## config.mk

```make
export PLATFORM = sky130hd
export DESIGN_NAME = stream_mux_rr_flat
export DESIGN_NICKNAME = d
export VERILOG_FILES = /design/src/rtl/stream_mux_rr_pkg.sv /design/src/rtl/stream_mux_rr_if.sv /design/src/rtl/stream_mux_rr_arbiter.sv /design/src/rtl/stream_mux_rr.sv /design/src/flat_wrapper.sv
export SDC_FILE = /design/constraint.sdc
export NUM_CORES = 1
export LEC_CHECK = 0
export ABC_CLOCK_PERIOD_IN_PS = 1990
export BUFFER_PORTS_ARGS = -buffer_cell sky130_fd_sc_hd__buf_2
export CELL_PAD_IN_SITES_DETAIL_PLACEMENT = 0
export CELL_PAD_IN_SITES_GLOBAL_PLACEMENT = 1
export CORE_MARGIN = 10
export CORE_UTILIZATION = 32
export CTS_BUF_LIST = sky130_fd_sc_hd__clkbuf_2
export DETAILED_ROUTE_END_ITERATION = 7
export MAX_ROUTING_LAYER = met4
export PLACE_DENSITY = 0.89
export SKIP_CTS_REPAIR_TIMING = 1
export SLEW_MARGIN = 5
export SYNTH_ARGS = -nofsm -noshare
export SYNTH_HDL_FRONTEND = slang
export SYNTH_SLANG_ARGS = --single-unit
export TNS_END_PERCENT = 10
```

## constraint.sdc

```tcl
create_clock -name clk -period 1.99 [get_ports clk]
set_input_delay 0 -clock clk [delete_from_list [all_inputs] [get_ports clk]]
set_output_delay 0 -clock clk [all_outputs]
set_load 0.05 [all_outputs]
```

## src/rtl/stream_mux_rr_pkg.sv

```systemverilog
// Shared constants for the stream_mux_rr slice: mode select encoding.
package stream_mux_rr_pkg;

    localparam logic MODE_FIXED = 1'b0;
    localparam logic MODE_RR    = 1'b1;

endpackage

```

## src/rtl/stream_mux_rr_if.sv

```systemverilog
// Handshake bundle between N producers, the mux and one consumer.
// in_data is packed so channel i occupies bits [i*WIDTH +: WIDTH].
interface stream_mux_rr_if #(
    parameter int N     = 4,
    parameter int WIDTH = 8,
    parameter int SELW  = $clog2(N)
);
    logic                      mode;
    logic [SELW-1:0]           sel;
    logic [N-1:0]              in_valid;
    logic [N-1:0][WIDTH-1:0]   in_data;
    logic [N-1:0]              in_ready;
    logic                      out_valid;
    logic [WIDTH-1:0]          out_data;
    logic [SELW-1:0]           out_chan;
    logic                      out_ready;

    // Producer/consumer side (drives channel inputs, mode, and out_ready)
    modport master (
        output mode, sel, in_valid, in_data, out_ready,
        input  in_ready, out_valid, out_data, out_chan
    );

    // Mux side
    modport slave (
        input  mode, sel, in_valid, in_data, out_ready,
        output in_ready, out_valid, out_data, out_chan
    );
endinterface

```

## src/rtl/stream_mux_rr_arbiter.sv

```systemverilog
// Round-robin arbiter: scans req starting at ptr, wrapping at N-1.
// ptr advances past the granted index only when en (a real transfer) is set.
module rr_arbiter #(
    parameter int N    = 4,
    parameter int SELW = $clog2(N)
) (
    input  logic            clk,
    input  logic            rst,
    input  logic            en,
    input  logic [N-1:0]    req,
    output logic [SELW-1:0] grant_idx,
    output logic            grant_vld
);
    logic [SELW-1:0] ptr;

    // Priority scan ptr, ptr+1, ..., N-1, 0, ..., ptr-1; first requester wins
    always_comb begin
        int              idx_i;
        logic [SELW-1:0] idx;
        grant_idx = '0;
        grant_vld = 1'b0;
        idx_i     = 0;
        idx       = '0;
        for (int k = 0; k < N; k++) begin
            idx_i = int'(ptr) + k;
            if (idx_i >= N) idx_i = idx_i - N;
            idx = SELW'(idx_i);
            if (!grant_vld && req[idx]) begin
                grant_vld = 1'b1;
                grant_idx = idx;
            end
        end
    end

    // Pointer moves to the channel after the one just served
    always_ff @(posedge clk or posedge rst) begin
        if (rst)
            ptr <= '0;
        else if (en)
            ptr <= (grant_idx == SELW'(N - 1)) ? '0 : grant_idx + SELW'(1);
    end
endmodule

```

## src/rtl/stream_mux_rr.sv

```systemverilog
// N-channel stream mux with fixed (sel) or round-robin selection and a
// single-entry registered output. Backpressure reaches in_ready in the same
// cycle; a drain and a new load may happen on the same edge.
module stream_mux_rr
    import stream_mux_rr_pkg::*;
#(
    parameter int WIDTH = 8,
    parameter int N     = 4,
    parameter int SELW  = $clog2(N)
) (
    input  logic           clk,
    input  logic           rst,
    stream_mux_rr_if.slave bus
);
    logic             load_en;
    logic             fix_vld;
    logic             rr_vld;
    logic [SELW-1:0]  rr_idx;
    logic             grant_vld;
    logic [SELW-1:0]  grant_idx;
    logic             xfer;
    logic             is_rr;

    logic             out_valid_q;
    logic [WIDTH-1:0] out_data_q;
    logic [SELW-1:0]  out_chan_q;

    assign is_rr   = (bus.mode == MODE_RR);
    assign load_en = !out_valid_q || bus.out_ready;

    // Fixed path: sel beyond the last channel never grants
    assign fix_vld = (int'(bus.sel) < N) && bus.in_valid[bus.sel];

    assign grant_vld = is_rr ? rr_vld : fix_vld;
    assign grant_idx = is_rr ? rr_idx : bus.sel;

    // No transfer may complete while reset is asserted
    assign xfer = !rst && load_en && grant_vld;

    rr_arbiter #(.N(N), .SELW(SELW)) u_arb (
        .clk       (clk),
        .rst       (rst),
        .en        (xfer && is_rr),
        .req       (bus.in_valid),
        .grant_idx (rr_idx),
        .grant_vld (rr_vld)
    );

    // One-hot ready for the granted channel only
    always_comb begin
        bus.in_ready = '0;
        if (xfer) bus.in_ready = N'(1) << grant_idx;
    end

    // Output register: load on grant, empty when free with nothing granted
    always_ff @(posedge clk or posedge rst) begin
        if (rst) begin
            out_valid_q <= 1'b0;
            out_data_q  <= '0;
            out_chan_q  <= '0;
        end else if (load_en) begin
            if (grant_vld) begin
                out_valid_q <= 1'b1;
                out_data_q  <= bus.in_data[grant_idx];
                out_chan_q  <= grant_idx;
            end else begin
                out_valid_q <= 1'b0;
            end
        end
    end

    assign bus.out_valid = out_valid_q;
    assign bus.out_data  = out_data_q;
    assign bus.out_chan  = out_chan_q;
endmodule

```

## src/flat_wrapper.sv

```systemverilog
// flat-port wrapper written by rule: the top's interface ports become plain ports
module stream_mux_rr_flat import stream_mux_rr_pkg::*;
#(
    parameter int WIDTH = 8,
    parameter int N     = 4,
    parameter int SELW  = $clog2(N)
)
  (clk, rst, bus_mode, bus_sel, bus_in_valid, bus_in_data, bus_out_ready, bus_in_ready, bus_out_valid, bus_out_data, bus_out_chan);
  stream_mux_rr_if #(.N(N), .WIDTH(WIDTH), .SELW(SELW)) bus_i ();
  input  logic clk;
  input  logic rst;
  input wire logic [$bits(bus_i.mode)-1:0] bus_mode;
  input wire logic [$bits(bus_i.sel)-1:0] bus_sel;
  input wire logic [$bits(bus_i.in_valid)-1:0] bus_in_valid;
  input wire logic [$bits(bus_i.in_data)-1:0] bus_in_data;
  input wire logic [$bits(bus_i.out_ready)-1:0] bus_out_ready;
  output wire logic [$bits(bus_i.in_ready)-1:0] bus_in_ready;
  output wire logic [$bits(bus_i.out_valid)-1:0] bus_out_valid;
  output wire logic [$bits(bus_i.out_data)-1:0] bus_out_data;
  output wire logic [$bits(bus_i.out_chan)-1:0] bus_out_chan;
  assign bus_i.mode = bus_mode;
  assign bus_i.sel = bus_sel;
  assign bus_i.in_valid = bus_in_valid;
  assign bus_i.in_data = bus_in_data;
  assign bus_i.out_ready = bus_out_ready;
  assign bus_in_ready = bus_i.in_ready;
  assign bus_out_valid = bus_i.out_valid;
  assign bus_out_data = bus_i.out_data;
  assign bus_out_chan = bus_i.out_chan;
  stream_mux_rr #(.WIDTH(WIDTH), .N(N), .SELW(SELW)) u_core (.clk(clk), .rst(rst), .bus(bus_i));
endmodule
```

* Word-level counts from Yosys, hierarchy flattened
Index checks and enable logic that the tools add are counted.
Storage, ports and cells: logic and storage cells 66, flip-flop bits (word level) 13, output and inout port bits 15
Operators by class: magnitude comparators 10, muxes and demuxes 29, reductions and logical operators 13, equal/unequal tests 1, $add $sub $neg 8, shift-type cells 1
Operator list (number):
- $mux W2 | 10
- $lt A2 B3 Y1 const B | 6
- $bmux W8 S2 | 1
- $mux W1 | 11
- $bmux W1 S2 | 5
- $ge A3 B3 Y1 const B | 3
- $mux W8 | 1
- $sub A2 B1 Y2 const B | 4
- $add A2 B2 Y3 const B | 2
- $logic_and A1 B1 Y1 | 6
- $logic_not A1 Y1 | 5
- $mux W4 | 1
- $shl A1 B2 Y4 const A | 1
- $add A2 B1 Y3 const B | 1
- $ge A2 B3 Y1 const B | 1
- $add A2 B1 Y2 const B | 1
- $eq A2 B2 Y1 const B | 1
- $reduce_and A2 Y1 | 1
- $logic_or A1 B1 Y1 | 1

* Depth between registers and ports, before layout
Gate-level depths: netlist of run 1.
depth after elaboration 17, gate-level depth with buffers 8

* Hierarchy
A second synthesis of run 1 with hierarchy kept.
Unflattened totals: cell total of the unflattened synthesis 70, area total of the unflattened synthesis 920.9 µm²
By module, submodules not included:
- stream_mux_rr | area each 748.2 µm², cells each 47, seq. area each 275.3 µm², instances 1
- rr_arbiter | area each 172.7 µm², cells each 23, seq. area each 50.0 µm², instances 1

* Least setup slack after synthesis of run 1
Ideal clock, no wire load.
kind register to output, start point register u_core.u_arb.ptr[1], end point output port bus_in_ready[0], data required time 1.990 ns, arrival 2.734 ns, path slack -0.744 ns, cell stages (with the launch flop) 8, cell sequence dfrtp_1 > buf_4 > mux4_2 > nand2b_1 > a21oi_2 > nor3_2 > clkbuf_1 > nor3b_1
On the way: word-level cells in the longest chain between the ends 17, elaborated cells on any way between the ends 42, those cells by class 7 x add/sub; 4 x order compare; 1 x shift; 23 x mux; 7 x reduce/logical
RTL lines:
- start, declared | line stream_mux_rr_arbiter.sv:14 | logic [SELW-1:0] ptr;
- start signal, assigned | line stream_mux_rr_arbiter.sv:40 | ptr <= (grant_idx == SELW'(N - 1)) ? '0 : grant_idx + SELW'(1);
- parallel branches: the longest is 16 deep, another holds $add A2 B1 Y3
- $mux W4 (*) | line stream_mux_rr.sv:52 | if (xfer) bus.in_ready = N'(1) << grant_idx;
- end, declared | line flat_wrapper.sv:17 | output wire logic [$bits(bus_i.in_ready)-1:0] bus_in_ready;
Mark *: on every way between the ends. The select of a mux whose other input is x is not followed.

* Final worst setup path of run 1
start point register u_core.u_arb.ptr[1], end point output port bus_in_ready[2]
Same word-level chain as after synthesis.

==> flow_metrics.tcl, run 1 <==
set metrics [dict create \
    port_buffers 56 \
    cp-end-kind "output pin" \
    cts_tree "built" \
    cp.buffers_inverters 2 \
    row_count 23 \
    max-slew-margin-rel_pct 69.19 \
    drc_errors 0 \
    setup_slack_ns -0.09507 \
    grt_max_degree 31 \
    cp-start-kind "register" \
    clkLatencyLatePin_ns 0.29 \
    rsz0062_at_grt "yes" \
    die_y_um 84.89 \
    ys_types 45 \
    dominantRegCellSynth "dfrtp_1" \
    power.total_mw 1.859 \
    critPathKind "register to output pin" \
    fillers 411 \
    grt_pass1_vias 1526 \
    violations "setup timing" \
    avgRoutedWirePerCell_um 16.19 \
    regArea_sq_um 327.8 \
    initial_core_util_pct 33.45 \
    ys_seq_area_share_pct 24.14 \
    postRouteAntennaNets 0 \
    status "complete, but fails checks" \
    viasPerCell 5.535 \
    hold_path.class "input pin to register" \
    design.core.area_sq_mm 0.004029 \
    cts_buffer_depth 2 \
    synthAdderAreaFrac_pct 0 \
    vias 1489 \
    synth_compound_area_share_pct 26.65 \
    fin_skew_ns 0.004598 \
    grt_overflow_total 0 \
    clkTransAtPathRegs_ns 0.14 \
    cts_root_buf "clkbuf_2" \
    cts_max_level 1 \
    ys_seq_elements 13 \
    ir_worst_vdd_mv 0.5117 \
    nNetsFinal 262 \
    multi_input_area_sq_mm 0.001001 \
    cts_inserted_buffers 3 \
    mostFrequentLayoutCell "buf_2" \
    drtIter0Drc 61 \
    antenna_found_initial 0 \
    n_antenna_cell 0 \
    die_w_um 84.89 \
    synth_cells 156 \
    yosys_warnings 0 \
    arrival_ns 2.09 \
    cp_common_cell "buf_6" \
    dpl-instance-area_sq_mm 0.001705 \
    drv_slew 0 \
    leakage_nw 0.8393 \
    dieArea_sq_mm 0.007206 \
    worstPathCellList "mux4_2 > nand2b_4 > a21oi_4 > nor3_4 > buf_6 > and4_1 > buf_6" \
    final_hold_viol_count 0 \
    wl_um 4355 \
    area_growth_pct 38.81 \
    fmax_ghz 0.4796 \
    final_layout_size_suffix_gt1_share_pct 47.95 \
    ys_async_sr_fraction_pct 100.0 \
    yosys.area_share.simple_pct 22.84 \
    crit_required_ns 1.99 \
    final-setup-viol-count 4 \
    max_cap_viol_count 0 \
    io_pins 57 \
    grt_usage_pct 11.85 \
    firstDrtPassIters 5 \
    synth_edf_count 0 \
    hpwl_um 3301 \
    crit_path_max_fanout 7 \
    fin_area_sq_mm 0.001871 \
    worst_pin_slew_ns 0.4622 \
    cp_top_family "multiplexers" \
    avgSynthCellArea_sq_um 8.638 \
    synth_nets 198 \
    p_per_area_mw_per_mm2 993.9 \
    crit_path_top_delay_cell "mux4_2" \
    cpPeakStageDelay_ns 0.50 \
    synth_top_family_by_area "compound AO/OA/AOI/OAI gates" \
    muxShareOfSynthArea_pct 19.87 \
    syn_area_sq_mm 0.001348 \
    gp_congestion 0.8290 \
    grt_pass1_wl_um 7058 \
    period_share_pct 104.8 \
    final_cell_mix "52 x buf_2, 17 x nand2_1, 13 x buf_4, 11 x nor2_1, 11 x dfrtp_1" \
    period_needed_ns 2.085 \
    synth_xor_area_share_pct 0.6500 \
    clock_sinks 13 \
]
-- final timing paths --
path | startpoint | to | slack, ns | cells after the start
setup / recovery | u_core.u_arb.ptr[1]$_DFFE_PP0P_ | bus_in_ready[2] | -0.1 | 7
hold / removal | bus_out_ready | u_core.bus.out_valid$_DFFE_PP0N_ | 0.03 | 3
setup reg to reg | u_core.u_arb.ptr[1]$_DFFE_PP0P_ | u_core.bus.out_data[1]$_DFFE_PP0P_ | 0.01 | 6
hold reg to reg | u_core.bus.out_data[4]$_DFFE_PP0P_ | u_core.bus.out_data[4]$_DFFE_PP0P_ | 0.52 | 1
max in group asynchronous | rst | u_core.u_arb.ptr[1]$_DFFE_PP0P_ | 1.51 | 4
min in group asynchronous | rst | u_core.bus.out_data[2]$_DFFE_PP0P_ | 0.28 | 4
-- cells by family (layout without fill, tap and decap cells) --
family	after synthesis	in the layout
XOR/XNOR	1	1
AO/OA/AOI/OAI	49	49
buffers and inverters	17	80
multiplexers	17	17
flip-flops	13	13
AND/OR/NAND/NOR	59	59
-- worst reg2reg max path, cell delays in order, from the launching register on --
cell	delay, ns
dfrtp_2	0.44
inv_1	0.07
or4_4	0.53
and2_4	0.23
mux2_1	0.33
o211ai_1	0.17
a31oi_1	0.11
-- Yosys cell counts (2+ instances only) --
library cell / n / area share (%)
mux2_2: 4 / 3.3
mux2_4: 3 / 3.3
inv_1: 2 / 0.56
and3_1: 2 / 0.93
mux2_1: 2 / 1.7
nor3_1: 2 / 0.74
buf_1: 2 / 0.56
o221ai_1: 5 / 3.2
clkbuf_1: 8 / 2.2
o21ai_0: 2 / 0.74
buf_2: 3 / 1.1
a21o_1: 4 / 2.2
dfrtp_1: 13 / 24
a21oi_1: 8 / 3.0
a31oi_1: 5 / 2.3
nor2_1: 12 / 3.3
mux4_2: 6 / 10
nand3_1: 4 / 1.5
nand2_1: 18 / 5.0
and2b_1: 2 / 1.1
mux2i_1: 2 / 1.5
a22oi_1: 4 / 2.2
o211ai_1: 8 / 4.5
nor2b_1: 10 / 4.6
o22a_1: 5 / 3.2
-- registers in the layout (all words and copies together) (netlist names) --
register,count
u_core.u_arb.ptr,2
u_core.bus.out_data,8
u_core.bus.out_valid,1
u_core.bus.out_chan,2
-- routing by layer --
layer	vias to the layer above	global-route usage [%]	part of all wire [%]
li1	721	-	-
met1	709	14.97	47
met2	57	18.33	46
met3	2	4.111	7.1
met4	0	1.347	0.14
met5	-	-	0
-- stage by stage --
step	setup slack, ns	TNS, ns	hold slack, ns	utilization (%)	instances
6_report	-0.09507	-0.2811	0.02976	46.43	269
5_1_grt	-0.1842	-0.8517	0.02760	46.43	269
4_1_cts	-0.2895	-1.111	-0.2603	42.83	261
3_5_place_dp	-0.02446	-0.02600	0.08430	42.33	257
3_3_place_gp	0.02044	0	0.07694	42.33	257
2_1_floorplan	-0.01637	-0.02868	-0.09933	-	156
-- power breakdown --
part           switching [mW]  leakage, nW  total (mW)  internal (mW)
Clock                   0.101       0.0166       0.154         0.0533
Combinational           0.750        0.680        1.26          0.512
Sequential             0.0793        0.143       0.443          0.364
-- layout make-up --
cell class              count  share of cell area (%)
flip-flops and latches     13                   17.53
well taps                  50                   3.344
clock buffers               4                   1.070
repair buffers             74                   24.15
inverters                   2                  0.4013
multi-input cells         126                   53.51
No activity file was read; power rests on OpenSTA's default activity.
==> inputs of run 2 (changes only) <==
--- a/config.mk
+++ b/config.mk
@@ -9,6 +9,7 @@
 export BUFFER_PORTS_ARGS = -buffer_cell sky130_fd_sc_hd__buf_2
 export CELL_PAD_IN_SITES_DETAIL_PLACEMENT = 0
 export CELL_PAD_IN_SITES_GLOBAL_PLACEMENT = 1
+export CORE_ASPECT_RATIO = 1.4
 export CORE_MARGIN = 10
 export CORE_UTILIZATION = 32
 export CTS_BUF_LIST = sky130_fd_sc_hd__clkbuf_2
==> run 2 against run 1 <==
Against the previous run: design area decreased by 0.80%; clock power decreased by 3%; highest routed layer unchanged; utilization increased by 0.12 points; first-iteration DRC count increased by 11%; count of clock-buffer cells in the layout unchanged; global-route usage increased by 0.25 points; worst hold slack improved by 0.0026 ns; combinational power about the same; register-to-register slack improved by 0.03 ns; largest cell class unchanged; critical path type unchanged; the flow still finishes with violations (setup timing).
==> flow_metrics.tcl, run 2 (synthesis gave the netlist of run 1 again) <==
set metrics [dict create \
    wl_um 4374 \
    io_pins 57 \
    antenna_found_initial 0 \
    crit_required_ns 1.99 \
    fillers 430 \
    cts_tree "built" \
    viasPerCell 5.521 \
    arrival_ns 2.06 \
    drv_slew 0 \
    dieArea_sq_mm 0.007244 \
    grt_max_degree 20 \
    drc_errors 0 \
    die_y_um 96.78 \
    r2r_slack_ns 0.04 \
    cts_root_buf "clkbuf_2" \
    placed_cells 252 \
    max_cap_viol_count 0 \
    violations "setup timing" \
    p_per_area_mw_per_mm2 998.1 \
    status "complete, but fails checks" \
    drtIter0Drc 68 \
    worst_pin_slew_ns 0.4353 \
    worst_hold_slack_ns 0.03232 \
    nNetsFinal 263 \
    hold_path.class "input pin to register" \
    critPathKind "register to output pin" \
    utilization_pct 46.55 \
    cts_inserted_buffers 3 \
    crit_path_max_fanout 8 \
    row_count 27 \
    n_antenna_cell 0 \
    hpwl_um 3445 \
    cp-start-kind "register" \
    largest_reg_flops 8 \
    mostFrequentLayoutCell "buf_2" \
    vias 1452 \
    max-slew-margin-rel_pct 70.98 \
    grt_usage_pct 12.09 \
    grt_pass1_wl_um 6893 \
    cp-end-kind "output pin" \
    final_cell_mix "52 x buf_2, 18 x nand2_1, 16 x buf_4, 13 x dfrtp_1, 12 x nor2_1" \
    clock_sinks 13 \
    stdcell_count 263 \
    fmax_ghz 0.4861 \
    fin_tns_setup_ns -0.1941 \
    cts_buffer_depth 2 \
    port_buffers 56 \
    die_w_um 74.85 \
    initial_core_util_pct 33.80 \
    grt_overflow_total 0 \
    final-setup-viol-count 4 \
    gp_congestion 0.7975 \
    final_layout_size_suffix_gt1_share_pct 45.91 \
    ir_worst_vdd_mv 0.5278 \
    fin_skew_ns 0.008481 \
    period_needed_ns 2.057 \
    area_growth_pct 37.70 \
    rsz0062_at_grt "yes" \
    grt_pass1_vias 1508 \
    setup_slack_ns -0.06702 \
    leakage_nw 0.8390 \
    final_hold_viol_count 0 \
    postRouteAntennaNets 0 \
    avgRoutedWirePerCell_um 16.63 \
    design.core.area_sq_mm 0.003986 \
    clkLatencyLatePin_ns 0.28 \
    clkTransAtPathRegs_ns 0.15 \
    period_share_pct 103.4 \
    firstDrtPassIters 4 \
    cts_max_level 1 \
]
## run 2: cell types whose count changed in the layout (fill, tap and decap cells not counted), sizes merged
cell / change
clkbuf: -1
buf: +2
## run 2: critical path: stages (launching register included)
cell,delay [ns]
dfrtp_1,0.43
mux4_2,0.51
nand2b_4,0.16
a21oi_4,0.15
nor3_4,0.06
buf_6,0.15
and3_4,0.17
buf_6,0.15
## run 2: metrics by stage
| step | setup slack (ns) | power, mW | instance area (sq um) |
|---|---|---|---|
| after CTS | -0.2532 | 1.794 | 1732 |
| final | -0.06702 | 1.852 | 1856 |
| after global routing | -0.1670 | 1.990 | 1856 |
| after floorplan | -0.01637 | 1.329 | 1360 |
| after detailed placement | 0.06854 | 1.643 | 1712 |
| after global placement | 0.1083 | 1.629 | 1712 |
## run 2: final cells by class
class / instances / area [sq um] / area share, %
clock buffer: 4 / 20.02 / 1.079
tap: 43 / 53.80 / 2.900
multi-input combinational: 126 / 991.0 / 53.41
inverter: 2 / 7.507 / 0.4046
timing repair buffer: 75 / 457.9 / 24.68
sequential: 13 / 325.3 / 17.53
## run 2: final timing paths
path,from,endpoint,cells after the start
min in group asynchronous,rst,u_core.bus.out_data[7]$_DFFE_PP0P_,4
hold reg to reg,u_core.bus.out_data[6]$_DFFE_PP0P_,u_core.bus.out_data[6]$_DFFE_PP0P_,1
setup / recovery,u_core.u_arb.ptr[1]$_DFFE_PP0P_,bus_in_ready[3],7
max in group asynchronous,rst,u_core.bus.out_data[1]$_DFFE_PP0P_,4
hold / removal,bus_in_data[8],u_core.bus.out_data[0]$_DFFE_PP0P_,3
setup reg to reg,u_core.u_arb.ptr[1]$_DFFE_PP0P_,u_core.bus.out_data[1]$_DFFE_PP0P_,6
## run 2: where the power goes
group / switching [mW] / internal, mW
sequential: 0.0632 / 0.360
clock: 0.0966 / 0.0533
combinational: 0.764 / 0.515
## run 2: routing by layer
metal | track usage (%) | routed length (um)
met1 | 13.24 | 1799
met2 | 20.42 | 2196
met3 | 2.653 | 333
met5 | - | 0
met4 | 4.360 | 45
==> inputs of run 3 (changes only) <==
--- a/config.mk
+++ b/config.mk
@@ -16,6 +16,7 @@
 export DETAILED_ROUTE_END_ITERATION = 7
 export MAX_ROUTING_LAYER = met4
 export PLACE_DENSITY = 0.89
+export REMOVE_ABC_BUFFERS = 1
 export SKIP_CTS_REPAIR_TIMING = 1
 export SLEW_MARGIN = 5
 export SYNTH_ARGS = -nofsm -noshare
==> run 3 against run 2 <==
Against the previous run: the run still ends with setup timing left; die area did not move; sequential share of layout area rose by 0.067 points; design area did not move; sequential power rose by 4%; combinational power barely moved; count of clock-buffer cells in the layout fell by 1; non-clock buffer count rose by 1; register-to-register slack got worse by 0.15 ns; maximum frequency fell by 2.5%; critical path type unchanged; largest power group unchanged; highest routed layer unchanged.
==> flow_metrics.tcl, run 3 (synthesis gave the netlist of run 1 again) <==
set metrics [dict create \
    status "complete, but fails checks" \
    violations "setup timing" \
    cts_tree "built" \
    grt_pass1_wl_um 7286 \
    p_sw_uw 937.5 \
    power_frac_comb_pct 68.4 \
    placed_cells 251 \
    period_share_pct 106.0 \
    area_growth_pct 37.70 \
    max-slew-margin-rel_pct 69.23 \
    fin_skew_ns 0.01252 \
    dieArea_sq_mm 0.007244 \
    clkLatencyLatePin_ns 0.29 \
    cp.buffers_inverters 2 \
    final_hold_viol_count 0 \
    cpPeakStageDelay_ns 0.51 \
    die_w_um 74.85 \
    final_layout_size_suffix_gt1_share_pct 47.06 \
    final-setup-viol-count 6 \
    worstPathCellList "mux4_2 > nand2b_4 > a21oi_4 > nor3_4 > buf_6 > and4_1 > buf_6" \
    postRouteAntennaNets 0 \
    cts_root_buf "clkbuf_2" \
    final_cell_mix "53 x buf_2, 18 x nand2_1, 16 x buf_4, 12 x dfrtp_1, 11 x nor2_1" \
    ir_worst_vdd_mv 0.5865 \
    hold_path.class "input pin to register" \
    cp_common_cell "buf_6" \
    max_cap_viol_count 0 \
    row_count 27 \
    mostFrequentLayoutCell "buf_2" \
    viasPerCell 5.595 \
    p_int_uw 929.5 \
    grt_overflow_total 0 \
    crit_path_max_fanout 4 \
    antenna_found_initial 0 \
    seq_power_share_pct 23.6 \
    crit_path_top_delay_cell "mux4_2" \
    n_antenna_cell 0 \
    fin_area_sq_mm 0.001856 \
    leakage_nw 0.8516 \
    largest_reg_flops 8 \
    design.core.area_sq_mm 0.003986 \
    cp-end-kind "output pin" \
    nNetsFinal 264 \
    fmax_ghz 0.4739 \
    cp_top_family "multiplexers" \
    clockPowerShare_pct 8.0 \
    dp_slack_ns 0.04627 \
    grt_usage_pct 12.74 \
    p_per_area_mw_per_mm2 1006 \
    die_y_um 96.78 \
    drc_errors 0 \
    wl_um 4731 \
    arrival_ns 2.11 \
    dpl-instance-area_sq_mm 0.001693 \
    setup_slack_ns -0.1199 \
    power.total_mw 1.867 \
    stdcell_count 264 \
    worst_pin_slew_ns 0.4616 \
    switching_share_pct 50.21 \
    crit_required_ns 1.99 \
    hp-start "bus_out_ready" \
    firstDrtPassIters 4 \
    rr_startpoint "u_core.u_arb.ptr[1]$_DFFE_PP0P_" \
    port_buffers 56 \
    fillers 420 \
    avgRoutedWirePerCell_um 17.92 \
    cp-start-kind "register" \
    clock_sinks 13 \
    drtIter0Drc 79 \
    grt_pass1_vias 1486 \
    critPathKind "register to output pin" \
    clkTransAtPathRegs_ns 0.16 \
    cts_buffer_depth 2 \
    gp_congestion 0.8788 \
    hpwl_um 3671 \
    initial_core_util_pct 33.80 \
    cts_inserted_buffers 3 \
    period_needed_ns 2.110 \
    drv_slew 0 \
    cp-startpoint "u_core.u_arb.ptr[1]$_DFFE_PP0P_" \
    io_pins 57 \
    fin_tns_setup_ns -0.5272 \
    rsz0062_at_grt "yes" \
    vias 1477 \
    grt_max_degree 22 \
    cts_max_level 1 \
]
## run 3: power groups by stage
stage | combinational, mW | sequential [mW] | clock [mW]
CTS | 1.19 | 0.431 | 0.154
global placement | 1.18 | 0.434 | 0
detailed placement | 1.19 | 0.438 | 0
floorplan | 0.538 | 0.712 | 0
finish | 1.28 | 0.440 | 0.150
global route | 1.37 | 0.454 | 0.160
## run 3: layer usage
layer / vias to the layer above / GRT usage [%] / wire length, um / part of all wire, %
li1: 726 / - / - / -
met1: 708 / 14.29 / 1822 / 39
met2: 41 / 22.27 / 2646 / 56
met3: 2 / 2.653 / 248 / 5.2
met4: 0 / 2.326 / 13 / 0.27
met5: - / - / 0 / 0
## run 3: stage by stage
stage / hold slack, ns / utilization (%)
2_1_floorplan: -0.09943 / -
3_3_place_gp: 0.07870 / 42.47
3_5_place_dp: 0.08190 / 42.47
4_1_cts: -0.2667 / 42.97
5_1_grt: 0.03558 / 46.55
6_report: 0.01963 / 46.55
## run 3: layout make-up
class | instances | area [sq um] | share of cell area, %
Inverter | 2 | 7.507 | 0.4046
Timing Repair Buffer | 76 | 462.9 | 24.95
Clock inverter | 1 | 5.005 | 0.2697
Sequential cell | 13 | 326.6 | 17.60
Clock buffer | 3 | 15.01 | 0.8092
Tap cell | 43 | 53.80 | 2.900
Multi-Input combinational cell | 126 | 984.7 | 53.07
## run 3: worst register-to-register path: cells and delay by family, from the launching register on
kind	cells	cell delay [ns]
simple gates	3	0.43
mux	2	0.82
flops	1	0.45
compound gates	1	0.16
buf+inv	1	0.15
## run 3: worst paths after layout
path                            cells after the start  slack, ns                                  to
min in group asynchronous                           4       0.33  u_core.bus.out_data[6]$_DFFE_PP0P_
worst max-delay path                                7      -0.12                     bus_in_ready[2]
worst max register to register                      7      -0.11     u_core.u_arb.ptr[0]$_DFFE_PP0P_
worst min-delay path                                3       0.02    u_core.bus.out_valid$_DFFE_PP0N_
max in group asynchronous                           4       1.47  u_core.bus.out_data[3]$_DFFE_PP0P_
worst min register to register                      1       0.54  u_core.bus.out_data[6]$_DFFE_PP0P_
